`src/rtl/mac_seq_ctrl.sv`:
```
// ---------------------------------------------------------------------------
// mac_seq_ctrl
//   Control FSM for the gate-level multiply-accumulate datapath.
//   Each 4x4 multiply is built from four 2x2 partial products. The high
//   halves go first so the partial register can be shifted left by 2 between
//   the two passes:
//       partial = 16*hh + 4*hl + 4*lh + ll
//   N_TERMS products are summed into the accumulator per MAC operation.
//   Operands are accepted on in_valid/in_ready and the result is handed off
//   on out_valid/out_ready.
//
//   Optional build macro: MAC_SEQ_CTRL_PERF_EN
//     When defined, the perf_cycles[15:0] output is added. It counts the
//     cycles spent in WAIT_OP, MUL0-3 and ACC, saturates at 16'hFFFF and is
//     cleared on reset and on the start-accept cycle. When the macro is not
//     defined, both the port and the counter are absent.
// ---------------------------------------------------------------------------
module mac_seq_ctrl #(
    parameter int N_TERMS = 4,   // legal range 1..7
    parameter int CNT_W   = 3    // 2**CNT_W must exceed N_TERMS
) (
    input  logic             clk,
    input  logic             rst,
    input  logic             start,
    input  logic             in_valid,
    output logic             in_ready,
    input  logic             out_ready,
    output logic             out_valid,
    output logic             busy,
    output logic             ld_in,
    output logic             prod_clr,
    output logic             prod_ld,
    output logic             sela,
    output logic             selb,
    output logic             psh,
    output logic             acc_clr,
    output logic             acc_ld,
    output logic [CNT_W-1:0] term_cnt
`ifdef MAC_SEQ_CTRL_PERF_EN
    ,
    output logic [15:0]      perf_cycles
`endif
);

    typedef enum logic [2:0] {
        IDLE    = 3'd0,
        WAIT_OP = 3'd1,
        MUL0    = 3'd2,
        MUL1    = 3'd3,
        MUL2    = 3'd4,
        MUL3    = 3'd5,
        ACC     = 3'd6,
        DONE    = 3'd7
    } state_t;

    // Counter value at which the ACC state completes the final term.
    localparam logic [CNT_W-1:0] LAST_TERM = CNT_W'(N_TERMS - 1);

    state_t           state_r;
    state_t           next_state_s;
    logic [CNT_W-1:0] term_cnt_r;
    logic             start_accept_s;

    // Partial-product step table {sela, selb, psh}. The high halves are taken
    // first; the shift is applied on the second pass of each A half so that
    // hh ends up weighted by 16 and the cross terms by 4.
    function automatic logic [2:0] mul_step(input state_t st);
        logic [2:0] code;
        case (st)
            MUL0:    code = 3'b110;  // hh
            MUL1:    code = 3'b101;  // hl, shifts hh left by 2
            MUL2:    code = 3'b010;  // lh
            MUL3:    code = 3'b001;  // ll, shifts the running sum left by 2
            default: code = 3'b000;
        endcase
        return code;
    endfunction

    // Reset takes priority over start, so a start raised together with reset
    // is not accepted.
    assign start_accept_s = (state_r == IDLE) && start && !rst;

    // State register with synchronous reset.
    always_ff @(posedge clk) begin
        if (rst) begin
            state_r <= IDLE;
        end else begin
            state_r <= next_state_s;
        end
    end

    // Next-state logic.
    always_comb begin
        next_state_s = state_r;
        case (state_r)
            IDLE: begin
                if (start) begin
                    next_state_s = WAIT_OP;
                end else begin
                    next_state_s = IDLE;
                end
            end
            WAIT_OP: begin
                if (in_valid) begin
                    next_state_s = MUL0;
                end else begin
                    next_state_s = WAIT_OP;
                end
            end
            MUL0:    next_state_s = MUL1;
            MUL1:    next_state_s = MUL2;
            MUL2:    next_state_s = MUL3;
            MUL3:    next_state_s = ACC;
            ACC: begin
                if (term_cnt_r == LAST_TERM) begin
                    next_state_s = DONE;
                end else begin
                    next_state_s = WAIT_OP;
                end
            end
            DONE: begin
                if (out_ready) begin
                    next_state_s = IDLE;
                end else begin
                    next_state_s = DONE;
                end
            end
            default: next_state_s = IDLE;
        endcase
    end

    // Output decode. Outputs are Moore, except that acc_clr, ld_in and
    // prod_clr also depend on the handshake input of the current cycle.
    // Those three are suppressed while rst is high so that reset wins.
    always_comb begin
        in_ready  = 1'b0;
        out_valid = 1'b0;
        busy      = 1'b0;
        ld_in     = 1'b0;
        prod_clr  = 1'b0;
        prod_ld   = 1'b0;
        sela      = 1'b0;
        selb      = 1'b0;
        psh       = 1'b0;
        acc_clr   = 1'b0;
        acc_ld    = 1'b0;
        case (state_r)
            IDLE: begin
                acc_clr = start_accept_s;
            end
            WAIT_OP: begin
                busy     = 1'b1;
                in_ready = 1'b1;
                if (in_valid && !rst) begin
                    ld_in    = 1'b1;
                    prod_clr = 1'b1;
                end else begin
                    ld_in    = 1'b0;
                    prod_clr = 1'b0;
                end
            end
            MUL0, MUL1, MUL2, MUL3: begin
                busy               = 1'b1;
                prod_ld            = 1'b1;
                {sela, selb, psh}  = mul_step(state_r);
            end
            ACC: begin
                busy   = 1'b1;
                acc_ld = 1'b1;
            end
            DONE: begin
                busy      = 1'b1;
                out_valid = 1'b1;
            end
            default: begin
                busy = 1'b0;
            end
        endcase
    end

    // Term counter: cleared at start-accept and at result hand-off, and
    // advanced once per accumulated product.
    always_ff @(posedge clk) begin
        if (rst) begin
            term_cnt_r <= {CNT_W{1'b0}};
        end else begin
            case (state_r)
                IDLE: begin
                    if (start) begin
                        term_cnt_r <= {CNT_W{1'b0}};
                    end else begin
                        term_cnt_r <= term_cnt_r;
                    end
                end
                ACC: begin
                    term_cnt_r <= term_cnt_r + {{(CNT_W-1){1'b0}}, 1'b1};
                end
                DONE: begin
                    if (out_ready) begin
                        term_cnt_r <= {CNT_W{1'b0}};
                    end else begin
                        term_cnt_r <= term_cnt_r;
                    end
                end
                default: begin
                    term_cnt_r <= term_cnt_r;
                end
            endcase
        end
    end

    assign term_cnt = term_cnt_r;

`ifdef MAC_SEQ_CTRL_PERF_EN
    logic [15:0] perf_cycles_r;
    logic        perf_active_s;

    // The counter runs only while an operation is actively being worked on.
    // It is frozen while the result waits in DONE and while the FSM is IDLE.
    assign perf_active_s = (state_r == WAIT_OP) || (state_r == MUL0) ||
                           (state_r == MUL1)    || (state_r == MUL2) ||
                           (state_r == MUL3)    || (state_r == ACC);

    // Saturating count of active cycles, restarted for every accepted start.
    always_ff @(posedge clk) begin
        if (rst) begin
            perf_cycles_r <= 16'h0000;
        end else if (start_accept_s) begin
            perf_cycles_r <= 16'h0000;
        end else if (perf_active_s && (perf_cycles_r != 16'hFFFF)) begin
            perf_cycles_r <= perf_cycles_r + 16'h0001;
        end else begin
            perf_cycles_r <= perf_cycles_r;
        end
    end

    assign perf_cycles = perf_cycles_r;
`endif

endmodule

```
`config.mk`:
```
export PLATFORM = sky130hd
export DESIGN_NAME = mac_seq_ctrl
export DESIGN_NICKNAME = d
export VERILOG_FILES = /design/src/rtl/mac_seq_ctrl.sv
export SDC_FILE = /design/constraint.sdc
export NUM_CORES = 1
export LEC_CHECK = 0
export CORE_AREA = 3 3 40 42
export DETAILED_ROUTE_END_ITERATION = 8
export DIE_AREA = 0 0 43 45
export MAX_ROUTING_LAYER = met4
export PLACE_DENSITY = 0.7
export RECOVER_POWER = 25
export SYNTH_ARGS = -nofsm -noshare
export SYNTH_HDL_FRONTEND = slang
export SYNTH_SLANG_ARGS = --single-unit
```
`constraint.sdc`:
```
create_clock -name clk -period 1.4 [get_ports clk]
set_input_delay 0.42 -clock clk [delete_from_list [all_inputs] [get_ports clk]]
set_output_delay 0.42 -clock clk [all_outputs]
set_load 0.02 [all_outputs]
```
# Yosys cells after proc, flatten, opt, wreduce, memory -nomap -nowiden
# Index checks and enable logic that the tools add are counted.
[op_classes]
add_sub_neg = 1
n_eq_ne = 10
mux = 20
reduce_logical = 9
[op_table]
columns = ["op", "n"]
rows = [
  ["$pmux 3 s8", 1],
  ["$eq 3x3->1 const B", 4],
  ["$mux 1", 12],
  ["$mux 3", 4],
  ["$pmux 3 s4", 1],
  ["$eq 3x2->1 const B", 3],
  ["$pmux 3 s3", 1],
  ["$reduce_or 7->1", 1],
  ["$ne 2x2->1 const B", 2],
  ["$reduce_or 4->1", 1],
  ["$add 3x1->3 const B", 1],
  ["$eq 3x1->1 const B", 1],
  ["$logic_and 1x1->1", 3],
  ["$logic_not 3->1", 1],
  ["$reduce_and 3->1", 1],
  ["$reduce_bool 3->1", 1],
  ["$mux 2", 1],
  ["$logic_not 1->1", 1],
]
[totals]
reg_bits = 6
input_bits = 5
output_inout_bits = 14

# Longest topological paths before layout
# Gate-level depths: netlist (run 1).
[logic_depth]
ltp_word = 4
depth_mapped = 5
ltp_nobuf = 5

# Least setup slack after synthesis (run 1)
# OpenSTA, ideal clock, no wires.
[synth_path]
path_type = "reg-to-output"
start = "reg state_r[2]"
end = "out acc_clr"
arrival_time_ns = 1.393
path_slack_ns = -0.413
stages_incl_launch_ff = 3
path_buffers = 0
cell_sequence = "dfxtp_1 > or3_1 > nor3b_1"
[synth_between]
elab_chain_cells = 4
[synth_rtl]
columns = ["element", "line", "text"]
rows = [
  ["start: declaration", "59", "state_t state_r;"],
  ["start signal: assignment", "88", "state_r <= next_state_s;"],
  ["$logic_not 3->1 (*)", "81, 147", ""],
  ["$logic_and 1x1->1 (2 in a row)", "81", "assign start_accept_s = (state_r == IDLE) && start && !rst;"],
  ["$mux 1 (*)", "147", "case (state_r)"],
  ["end: declaration", "36", "output logic acc_clr,"],
]
# Mark *: on every way between the ends. The rest lies on a longest branch, timed or not.

# Worst setup path after layout (run 1)
[layout_path]
start = "in in_valid"
end = "out ld_in"
[layout_between]
elab_chain_cells = 3
[layout_rtl]
columns = ["element", "line", "text"]
rows = [
  ["start: declaration", "25", "input logic in_valid,"],
  ["$logic_and 1x1->1", "154", "if (in_valid && !rst) begin"],
  ["$mux 1", "154", ""],
  ["$mux 1", "147", ""],
  ["end: declaration", "30", "output logic ld_in,"],
]
# No other way between the ends.

==> metrics, run 1 <==
Setup crit end kind=primary output; critical-path maximum fanout=2; Initial Util=0.346; largest net degree at the start of global routing=14; Synth Register Bits=6; max_slew headroom=0.803; Longest Clk Path Bufs=2; status=complete, but fails checks; global placer's final weighted congestion=0.799; Total Wirelength=1250 um; endpoints failing hold=0; CTS Root Cell=clkbuf_4; Slowest cell on crit path=clkdlybuf4s50_1; proportion of layout cells with a drive suffix above 1=0.544; period utilization=1.21; WL per Instance=13.3 um; Post-Syn Area per Cell=9.25 sq um; max capacitance violation total=0; Async SR Flop Fraction=0; Primary FF master, synth=dfxtp_1; Yosys cell types=29; initial antenna violation count=0; leakage=just under 0.0004 uW; synthesized area=around 440 sq um; clk slew on worst S/H paths=40 ps; RSZ-0062 raised after global routing=true; met1 wire length=458 um; share of total power in sequential cells=0.307; WS Path Type=in -> out; ANT cells=0; Max Slew Vio Count=0; Core Box Area=1280 sq um; top-count cell post-synth=dfxtp_1; detailed placement HPWL=between 800 and 900 um; failing checks=setup timing; crit-path cells=clkdlybuf4s50_1, and3b_2, buf_6; # setup viols final=13; crit path time final=1690 ps; sequential-to-total area share from yosys stat=0.270; 1st-iter DRT viols=10; Final TNS setup=-2420 ps; drt via density=4.87; CTS tree=yes; first-pass GRT wire length=2010 um; Synth top cells by count=dfxtp_1, a21oi_1, inv_1, nor2b_1; H-tree depth=1; WL met2=706 um; skew final=slightly above 4 ps; Area Overhead vs Synth=82.5%; number of flops mapped to enable cells by yosys=0; worst path bufs/invs=2; Top Family by Delay on Critical Path=buffers and inverters; worst vdd ir=0.720 mV; Syn Nets=55; number of global-route vias before repair=roughly 470; TritonCTS buffer count=3; DIE WIDTH=43 um; final antenna-violating net count=0; fmax=0.592 GHz; Worst path max stage delay=490 ps; CP Data Required Time=980 ps; row count=13; Hold WC Path Type=reg -> reg; Layout Cells excl Fill=94; Yosys top cell by area=dfxtp_1; power density cells=742 nW/um^2; area share of the largest cell type after synthesis=0.270; final worst slack=-290 ps; GRT overflow=0; buffers added on ports=18; Final #Nets=a little under 90; Critical Path AT=1270 ps; total power=602 uW; vias=about 460; die height=about 45 um; top sig layer=met3; die area=1940 sq um; Logic pwr share=0.432; switching power=189 uW; Sw Ratio=0.314; Clock Latency Late Sink=240 ps; pre-CTS setup slack=-785 ps; placed instance area=734 sq um; Worst Setup Start Kind=input pin; synth warn=0; Internal=413 uW; met3 WL=82 um; clock sink count=6; Slew @ Worst Pin=295 ps; Post-Syn Instances=48; final instance area=811 sq um; Total GRT Usage=0.144; Ports=19; FILL cells=118; DRC errors left=0; top cells by area, synth=dfxtp_1, ha_1, buf_6; # placed instances=90; Clock power frac=0.261; drt first pass iters=4
[power groups by stage]
stage	registers [uW]	logic (uW)	clock network, uW
floorplan	190	122	0
global placement	186	224	0
detailed placement	186	227	0
CTS	184	254	163
global route	184	277	180
finish	184	260	157
[metrics by stage]
step / utilization / hold WS, ps
final: 0.631 / 506
after global routing: 0.631 / 525
after CTS: 0.625 / 509
after detailed placement: 0.572 / 500
after global placement: 0.572 / 492
after floorplan: - / 489
[layout make-up]
| cell class | instances | area (sq um) | share of cell area |
|---|---|---|---|
| Clock buffer | 3 | 22.5 | 0.0278 |
| Inverter | 3 | 11.3 | 0.0139 |
| Multi-Input combinational cell | 35 | 353 | 0.435 |
| Sequential cell | 6 | 123 | 0.151 |
| Tap cell | 15 | 18.8 | 0.0231 |
| Timing Repair Buffer | 32 | 283 | 0.349 |
[kinds of logic (layout without fill, tap and decap cells)]
logic type,count (synthesis),in the layout,synth area share
AOI/OAI and AO/OA,9,9,0.155
xor gates and xnor gates,1,1,0.0197
adders and majority gates,2,2,0.0563
buffers and inverters,7,38,0.104
DFF,6,6,0.270
muxes,1,1,0.0254
and+or+nand+nor,22,22,0.369
[routing by layer]
| layer | vias up | GRT usage |
|---|---|---|
| li1 | 230 | - |
| met1 | 214 | 0.145 |
| met2 | 14 | 0.254 |
| met3 | 0 | 0.0677 |
| met4 | 0 | 0.0361 |
| met5 | - | - |
[timing repair]
| item | in CTS | in global routing |
|---|---|---|
| endpoints found under the setup margin | 18 | 16 |
| buffers inserted | 1 | 0 |
| cloned | 0 | 0 |
| hold buffers | 0 | 0 |
| gates resized for setup | 72 | 5 |
| pin swaps | 6 | 5 |
[state kept, by name (all words and copies together) (netlist names)]
name      cells
term_cnt      3
state_r       3
[path summary, 6_finish.rpt]
kind,to,startpoint,cells after the start,slack [ps]
hold / removal,term_cnt[2]$_SDFFE_PP0P_,term_cnt[2]$_SDFFE_PP0P_,1,510
setup / recovery,ld_in,in_valid,3,-290
hold reg to reg,term_cnt[2]$_SDFFE_PP0P_,term_cnt[2]$_SDFFE_PP0P_,1,510
setup reg to reg,term_cnt[0]$_SDFFE_PP0P_,state_r[1]$_SDFF_PP0_,6,-60
[cells in the final DEF, fill, tap and decap left out, types with 3 or more instances in the layout]
master,instances
clkdlybuf4s50_1,3
dlygate4sd2_1,4
a21oi_1,3
clkbuf_4,3
buf_6,7
buf_4,16
inv_1,3
dfxtp_1,4
Power figures use the tool's default switching activity.
==> run 2, diff against run 1 <==
--- a/config.mk
+++ b/config.mk
@@ -5,11 +5,12 @@
 export SDC_FILE = /design/constraint.sdc
 export NUM_CORES = 1
 export LEC_CHECK = 0
+export ABC_AREA = 1
 export CORE_AREA = 3 3 40 42
 export DETAILED_ROUTE_END_ITERATION = 8
 export DIE_AREA = 0 0 43 45
 export MAX_ROUTING_LAYER = met4
-export PLACE_DENSITY = 0.7
+export PLACE_DENSITY = 0.69
 export RECOVER_POWER = 25
 export SYNTH_ARGS = -nofsm -noshare
 export SYNTH_HDL_FRONTEND = slang
==> run 2 against run 1 <==
The flow still finishes with violations (setup timing). Combinational power up 41%. Sequential share of layout area increased by 0.20 points. Worst setup slack improved by 160 ps. Non-clock buffer count rose by 4. Via count is 19% higher. Clock skew is 3.5 ps lower. Die area unchanged. Routed wire length decreased by 2.3%. Synthesized cell count up 46%. Critical path type is now reg -> out. Critical endpoint is now prod_ld.
==> metrics, run 2 <==
worst path bufs/invs=3 (was 2); Ports=19 (unchanged); Total Wirelength=1220 um (was 1250 um); die area=1940 sq um (unchanged); area share of the largest cell type after synthesis=0.285 (was 0.270); global placer's final weighted congestion=0.723 (was 0.799); proportion of layout cells with a drive suffix above 1=0.533 (was 0.544); final worst slack=-130 ps (was -290 ps); number of global-route vias before repair=508 (was 466); GRT overflow=0 (unchanged); Worst Setup Start Kind=register (was input pin); Final Util=0.667 (was 0.631); worst vdd ir=0.638 mV (was 0.720 mV); area of the multi-input gates=307 sq um (was 353 sq um); Register Area=131 sq um (was 123 sq um); # hold bufs at CTS=0 (unchanged); skew final=0.498 ps (was 4.04 ps); Final TNS setup=-925 ps (was -2420 ps); FILL cells=116 (was 118); Syn Nets=77 (was 55); Top Family by Delay on Critical Path=flip-flops (was buffers and inverters); drt first pass iters=4 (unchanged); Area Overhead vs Synth=103% (was 82.5%); vias=543 (was 458); Slowest cell on crit path=dfxtp_4 (was clkdlybuf4s50_1); first-pass GRT wire length=2140 um (was 2010 um); WS Path Type=reg -> out (was in -> out); Worst path max stage delay=390 ps (was 490 ps); synthesized area=422 sq um (was 444 sq um); final antenna-violating net count=0 (unchanged); top-count cell post-synth=nand2_1 (was dfxtp_1); clock sink count=6 (unchanged); CP Data Required Time=980 ps (about the same); Primary FF master, synth=dfxtp_1 (unchanged); DRC errors left=0 (unchanged); leakage=0.000463 uW (was 0.000392 uW); TritonCTS buffer count=3 (unchanged); max capacitance violation total=0 (unchanged); Initial Util=0.328 (was 0.346); Yosys top cell by area=dfxtp_1 (unchanged); Yosys cell types=14 (was 29); status=complete, but fails checks (unchanged); drt via density=4.45 (was 4.87); reg-to-reg slack, setup=160 ps (was -60 ps); worst reg2reg path depth=7 (was 6); die height=45 um (unchanged); H-tree depth=1 (unchanged); Longest Clk Path Bufs=2 (unchanged); Post-Syn Instances=70 (was 48); DIE WIDTH=43 um (unchanged); row count=13 (unchanged); WL per Instance=9.98 um (was 13.3 um); crit path time final=1530 ps (was 1690 ps); Setup crit end kind=primary output (unchanged); ANT cells=0 (unchanged); endpoints failing hold=0 (unchanged); WHS Path Cells=4 (was 1); placed instance area=732 sq um (was 734 sq um); top cells by area, synth=dfxtp_1, nand2_1, nor2_1 (was dfxtp_1, ha_1, buf_6); final instance area=857 sq um (was 811 sq um); clk slew on worst S/H paths=50 ps (was 40 ps); period utilization=1.09 (was 1.21); Slew @ Worst Pin=209 ps (was 295 ps); Min Hold Slack=557 ps (was 506 ps); synth warn=0 (unchanged); sequential-to-total area share from yosys stat=0.285 (was 0.270); failing checks=setup timing (unchanged); Critical Path AT=1110 ps (was 1270 ps); Max Slew Vio Count=0 (unchanged); RSZ-0062 raised after global routing=true (unchanged); Total GRT Usage=0.151 (was 0.144); fmax=0.654 GHz (was 0.592 GHz); number of flops mapped to enable cells by yosys=0 (unchanged); CTS tree=yes (unchanged); Async SR Flop Fraction=0 (unchanged); critical-path maximum fanout=5 (was 2); Synth top cells by count=nand2_1, nor2_1, inv_1 (was dfxtp_1, a21oi_1, inv_1, nor2b_1); power density cells=864 nW/um^2 (was 742 nW/um^2); most frequent cells in the layout=buf_4, nor2_1, nand2_1, buf_6, inv_1 (was buf_4, buf_6, dlygate4sd2_1, dfxtp_1); most common cell after layout, fill and taps aside=buf_4 (unchanged); max_slew headroom=0.861 (was 0.803); CP Depth=5 (was 3); Core Box Area=1280 sq um (unchanged); crit-path cells=buf_6, inv_2, nand2_2, nand4_1, buf_4 (was clkdlybuf4s50_1, and3b_2, buf_6); Post-Syn Area per Cell=6.02 sq um (was 9.25 sq um); 1st-iter DRT viols=6 (was 10); CTS Root Cell=clkbuf_4 (unchanged); Hold WC Path Type=reg -> reg (unchanged); total power=740 uW (was 602 uW); Final #Nets=116 (was 88); Clock Latency Late Sink=240 ps (about the same); detailed placement HPWL=888 um (was 843 um); Synth Register Bits=6 (unchanged); initial antenna violation count=0 (unchanged); largest net degree at the start of global routing=7 (was 14); # setup viols final=11 (was 13); buffers added on ports=18 (unchanged)
-- run 2: changes by cell type after synthesis, sizes merged, moves of 3 or more --
cell,delta
a21oi,-3
nand2,+17
nand3,+5
nor2b,-4
inv,+10
nor2,+15
-- run 2: report_power, final --
group / total, uW / switching, uW / internal, uW / leakage, uW
clock: 157 / 59.9 / 96.8 / 0.0000138
combinational: 367 / 191 / 176 / 0.000398
sequential: 217 / 24.8 / 192 / 0.0000514
total: 740 / 275 / 465 / 0.000463
-- run 2: stage by stage --
stage	worst slack (ps)	std cells
floorplan	-82.0	70
global placement	-820	115
detailed placement	-838	115
CTS	-172	118
global route	-213	122
finish	-130	122
-- run 2: what timing repair did --
action	4_1_cts	5_1_grt
resized for setup	93	10
endpoints found under the setup margin	14	11
hold endpoints to repair	0	0
cloned	0	0
setup buffers	0	4
pin swaps	5	4
-- run 2: path summary, 6_finish.rpt --
path / start / end
min reg2reg: term_cnt[2]$_SDFFE_PP0P_ / term_cnt[2]$_SDFFE_PP0P_
max reg2reg: term_cnt[0]$_SDFFE_PP0P_ / state_r[1]$_SDFF_PP0_
min: term_cnt[2]$_SDFFE_PP0P_ / term_cnt[2]$_SDFFE_PP0P_
max: state_r[0]$_SDFF_PP0_ / prod_ld
-- run 2: worst min-delay path, stage by stage (launching register included) --
cell and delay (ps):
dfxtp_1 300, inv_1 70, nand2_1 50, nand2_1 60, nor2_1 40
-- run 2: area by class of cell --
cell class,count,area share
clock buffer,3,0.0263
inverter,13,0.0657
multi-input combinational,49,0.358
sequential,6,0.153
tap,15,0.0219
timing repair buffer,36,0.375
-- run 2: per-layer routing --
metal	vias to the layer above	global-route usage	routed length, um
met3	2	0.0239	61
li1	293	-	-
met5	-	-	0
met4	0	0.0723	6
met2	16	0.266	631
met1	232	0.167	518
-- run 2: cell families after synthesis --
kind of cell | after synthesis | synth area share
AND/OR/NAND/NOR | 46 | 0.481
flip-flops | 6 | 0.285
buffers and inverters | 15 | 0.160
AO/OA/AOI/OAI | 1 | 0.0148
adder cells (fa/ha/maj) | 2 | 0.0593
==> run 3, diff against run 2 <==
--- a/config.mk
+++ b/config.mk
@@ -6,9 +6,9 @@
 export NUM_CORES = 1
 export LEC_CHECK = 0
 export ABC_AREA = 1
-export CORE_AREA = 3 3 40 42
+export CORE_AREA = 2 2 39 41
 export DETAILED_ROUTE_END_ITERATION = 8
-export DIE_AREA = 0 0 43 45
+export DIE_AREA = 0 0 41 43
 export MAX_ROUTING_LAYER = met4
 export PLACE_DENSITY = 0.69
 export RECOVER_POWER = 25
==> run 3 against run 2 <==
The run still ends with setup timing left. Critical endpoint unchanged. Combinational power decreased by 8.7%. Largest cell class is now multi-input gates. Highest routed layer unchanged. Cell count is 1.6% lower. Flip-flop and latch count unchanged. Sequential power about the same. Via count is 4.6% lower. Count of clock-buffer cells in the layout unchanged.
==> metrics, run 3 (same netlist as run 2, synthesis figures left out) <==
status=complete, but fails checks (unchanged); failing checks=setup timing (unchanged); number of global-route vias before repair=477 (was 508); r2r endpoint=term_cnt[2]$_SDFFE_PP0P_ (was state_r[1]$_SDFF_PP0_); final instance area=815 sq um (was 857 sq um); WHS Path Cells=4 (unchanged); 1st-iter DRT viols=4 (was 6); clk slew on worst S/H paths=40 ps (was 50 ps); Total Wirelength=1120 um (was 1220 um); ANT cells=0 (unchanged); Critical Path AT=1110 ps (about the same); CTS tree=yes (unchanged); critical-path maximum fanout=5 (unchanged); Min Hold Slack=545 ps (was 557 ps); reg-to-reg slack, setup=100 ps (was 160 ps); die height=43 um (was 45 um); first-pass GRT wire length=1840 um (was 2140 um); vias=518 (was 543); Sw Ratio=0.375 (was 0.372); crit path time final=1530 ps (about the same); global placer's final weighted congestion=0.702 (was 0.723); share of total power in sequential cells=0.306 (was 0.293); Hold Path Sink=term_cnt[2]$_SDFFE_PP0P_ (unchanged); drt first pass iters=3 (was 4); Worst Setup Start Kind=register (unchanged); pre-CTS setup slack=-814 ps (was -838 ps); Longest Clk Path Bufs=2 (unchanged); most frequent cells in the layout=nand2_1, buf_4, nor2_1, buf_6, inv_1 (was buf_4, nor2_1, nand2_1, buf_6, inv_1); drt via density=4.32 (was 4.45); Final #Nets=113 (was 116); RSZ-0062 raised after global routing=true (unchanged); Clock power frac=0.224 (was 0.212); Hold WC Path Type=reg -> reg (unchanged); detailed placement HPWL=859 um (was 888 um); buffers added on ports=18 (unchanged); max capacitance violation total=0 (unchanged); die area=1760 sq um (was 1940 sq um); TritonCTS buffer count=3 (unchanged); power density cells=874 nW/um^2 (was 864 nW/um^2); FILL cells=132 (was 116); Final Util=0.589 (was 0.667); period utilization=1.10 (was 1.09); proportion of layout cells with a drive suffix above 1=0.462 (was 0.533); initial antenna violation count=0 (unchanged); hold_sp=term_cnt[2]$_SDFFE_PP0P_ (unchanged); largest net degree at the start of global routing=7 (unchanged); switching power=267 uW (was 275 uW); worst reg2reg path depth=8 (was 7); worst r2r src=state_r[0]$_SDFF_PP0_ (was term_cnt[0]$_SDFFE_PP0P_); final antenna-violating net count=0 (unchanged); Max Slew Vio Count=0 (unchanged); Register Area=131 sq um (unchanged); row count=14 (was 13); Core Box Area=1380 sq um (was 1280 sq um); WS Path Type=reg -> out (unchanged); DRC errors left=0 (unchanged); placed instance area=726 sq um (was 732 sq um); skew final=4.67 ps (was 0.498 ps); DIE WIDTH=41 um (was 43 um); Area Overhead vs Synth=93.2% (was 103%); max_slew headroom=0.824 (was 0.861); Clock Latency Late Sink=250 ps (was 240 ps); Total GRT Usage=0.162 (was 0.151); Initial Util=0.305 (was 0.328); # hold bufs at CTS=0 (unchanged); area of the multi-input gates=297 sq um (was 307 sq um); GRT overflow=0 (unchanged); Logic pwr share=0.471 (was 0.495); fmax=0.652 GHz (was 0.654 GHz); Slew @ Worst Pin=265 ps (was 209 ps); Ports=19 (unchanged); worst vdd ir=0.668 mV (was 0.638 mV); WL per Instance=9.34 um (was 9.98 um); CP Data Required Time=980 ps (about the same); Internal=445 uW (was 465 uW); final worst slack=-134 ps (was -130 ps); CTS Root Cell=clkbuf_4 (unchanged); leakage=0.000440 uW (was 0.000463 uW); clock sink count=6 (unchanged); H-tree depth=1 (unchanged); endpoints failing hold=0 (unchanged); Setup crit end kind=primary output (unchanged); # setup viols final=10 (was 11)
-- run 3: power by group through the flow --
stage / clock, uW / combinational, uW / sequential, uW
final: 159 / 335 / 218
after global routing: 182 / 366 / 221
after CTS: 175 / 327 / 217
after detailed placement: 0 / 316 / 215
after global placement: 0 / 311 / 214
after floorplan: 0 / 162 / 227
-- run 3: area by class of cell --
type                            instances  area share
Timing Repair Buffer                   33       0.356
Tap cell                               16      0.0246
Multi-Input combinational cell         49       0.364
Inverter                               13      0.0661
Sequential cell                         6       0.161
Clock buffer                            3      0.0276
-- run 3: what timing repair did --
item / 4_1_cts / 5_1_grt
gates cloned: 0 / 0
pin swaps: 5 / 4
endpoints found under the setup margin: 14 / 12
gates resized for setup: 86 / 6
buffers inserted: 2 / 0
-- run 3: how the worst max path moves through the flow --
| stage | cells past startpoint | slack [ps] | start | endpoint |
|---|---|---|---|---|
| CTS | 4 | -180 | state_r[1]$_SDFF_PP0_ | acc_clr |
| global placement | 3 | -800 | rst | ld_in |
| detailed placement | 3 | -810 | rst | ld_in |
| global route | 4 | -180 | state_r[0]$_SDFF_PP0_ | prod_ld |
| floorplan | 4 | -80 | state_r[1]$_SDFF_PP0_ | prod_ld |
| finish | 5 | -130 | state_r[0]$_SDFF_PP0_ | prod_ld |
-- run 3: per-stage QoR --
stage | cells | power (uW) | setup TNS [ps]
floorplan | 70 | 389 | -209
global placement | 115 | 525 | -6060
detailed placement | 115 | 532 | -6340
CTS | 120 | 719 | -1010
global route | 120 | 769 | -1270
finish | 120 | 712 | -697
-- run 3: per-layer routing --
metal | wire, um | up-vias | track usage
li1 | - | 283 | -
met1 | 464 | 216 | 0.179
met2 | 563 | 15 | 0.244
met3 | 72 | 4 | 0.0471
met4 | 21 | 0 | 0.100
met5 | 0 | - | -
-- run 3: critical path: stages (launching register included) --
cell and delay, ps:
dfxtp_4 390, buf_6 110, inv_2 30, nand2_1 90
nand4_1 80, buf_4 160
==> RTL change (flow settings as in run 3) <==
`CNT_W`: 3 -> 4.
--- a/src/rtl/mac_seq_ctrl.sv
+++ b/src/rtl/mac_seq_ctrl.sv
@@ -17,7 +17,7 @@
 // ---------------------------------------------------------------------------
 module mac_seq_ctrl #(
     parameter int N_TERMS = 4,   // legal range 1..7
-    parameter int CNT_W   = 3    // 2**CNT_W must exceed N_TERMS
+    parameter int CNT_W   = 4    // 2**CNT_W must exceed N_TERMS
 ) (
     input  logic             clk,
     input  logic             rst,
Interface: changed (resized term_cnt); port bits go from 19 to 20. The function was not compared with the original's and may differ.
==> RTL change against run 3 <==
The flow still finishes with violations (setup timing); synthesized area grew 11%; die area is the same; final area grew 12%; wire length grew 29%; total power shrank 7.0%; combinational power shrank 26%; critical path depth shrank 1; sequential share of layout area grew 0.45 points; sequential cell count grew 1; register-to-register slack gained 0.04 ns; setup slack lost 0.098 ns.
==> RTL change: results <==
{
  "min_from": "term_cnt[3]",
  "ir_drop_uv": 740,
  "path_max_fanout": 4,
  "rrSetupSlack_ns": 0.14,
  "worstReg2RegEnd": "state_r[2]",
  "min_path_cells": 3,
  "dpl_cell_area_um2": 790,
  "synthAdderAreaFrac_pct": 2.68,
  "crit_path_end": "ld_in",
  "setup_viol": 10,
  "wl_met1_um": 523,
  "crit_arrival_ns": 1.21,
  "p_int_mw": 0.439,
  "grtUsageMet1_pct": 14.9,
  "vias": 594,
  "leakage_nw": 0.457,
  "reg2regPathDepth": 7,
  "synthTopCellsByArea": "dfxtp_1 (30%), nand2_1 (13%), a21oi_1 (7.5%)",
  "sequentialPowerShare_pct": 34.4,
  "synth_compound_area_share_pct": 12.1,
  "use_met3_pct": 3.14,
  "drive_gt1_share_pct": 53.2,
  "power_frac_comb_pct": 37.4,
  "worst_slack_ns": -0.232,
  "status": "complete, but fails checks",
  "port_buffers": 19,
  "hpwl_um": 1070,
  "wl_um": 1450,
  "met2_length_um": 818,
  "seq_area_frac_synth_pct": 30.0,
  "synthArstFlopShare_pct": 0,
  "synth_common_cells": "nand2_1 (16), a21oi_1 (7), dfxtp_1 (7), inv_1 (7), nand3_1 (6)",
  "use_met2_pct": 33.4,
  "clock_skew_ns": 0.00391,
  "crit_start": "state_r[2]",
  "hold-path-endpoint": "term_cnt[3]",
  "relSlewSlack_pct": 85.7,
  "grt_pass1_wl_um": 2040,
  "grt_pass1_vias": 531,
  "firstDrtPassIters": 2,
  "slowest_delay_ns": 0.36,
  "met3_wirelength_um": 80,
  "grt_max_degree": 8,
  "grtUsageTotal_pct": 17.9,
  "synth.distinct_cells": 24,
  "violations": "setup timing"
}
-- RTL change: metrics by stage --
stage	std cells	hold WS (ns)	util [%]	power, mW	setup slack (ns)
detailed placement	116	0.588	57.1	0.445	-0.782
floorplan	68	0.559	-	0.346	-0.196
global route	125	0.630	66.0	0.697	-0.267
CTS	124	0.598	61.8	0.658	-0.233
global placement	116	0.585	57.1	0.440	-0.775
finish	125	0.595	66.0	0.662	-0.232
-- RTL change: timing repair --
action / 4_1_cts / 5_1_grt
buffers inserted: 4 / 1
resized for setup: 74 / 15
pin swaps: 4 / 3
endpoints found under the setup margin: 15 / 11
-- RTL change: final cells by class --
| type | count | area (um2) |
|---|---|---|
| clock buffer | 4 | 26.3 |
| fill | 133 | 470 |
| inverter | 9 | 38.8 |
| multi-input combinational | 48 | 327 |
| sequential | 7 | 151 |
| tap | 16 | 20.0 |
| timing repair buffer | 41 | 350 |
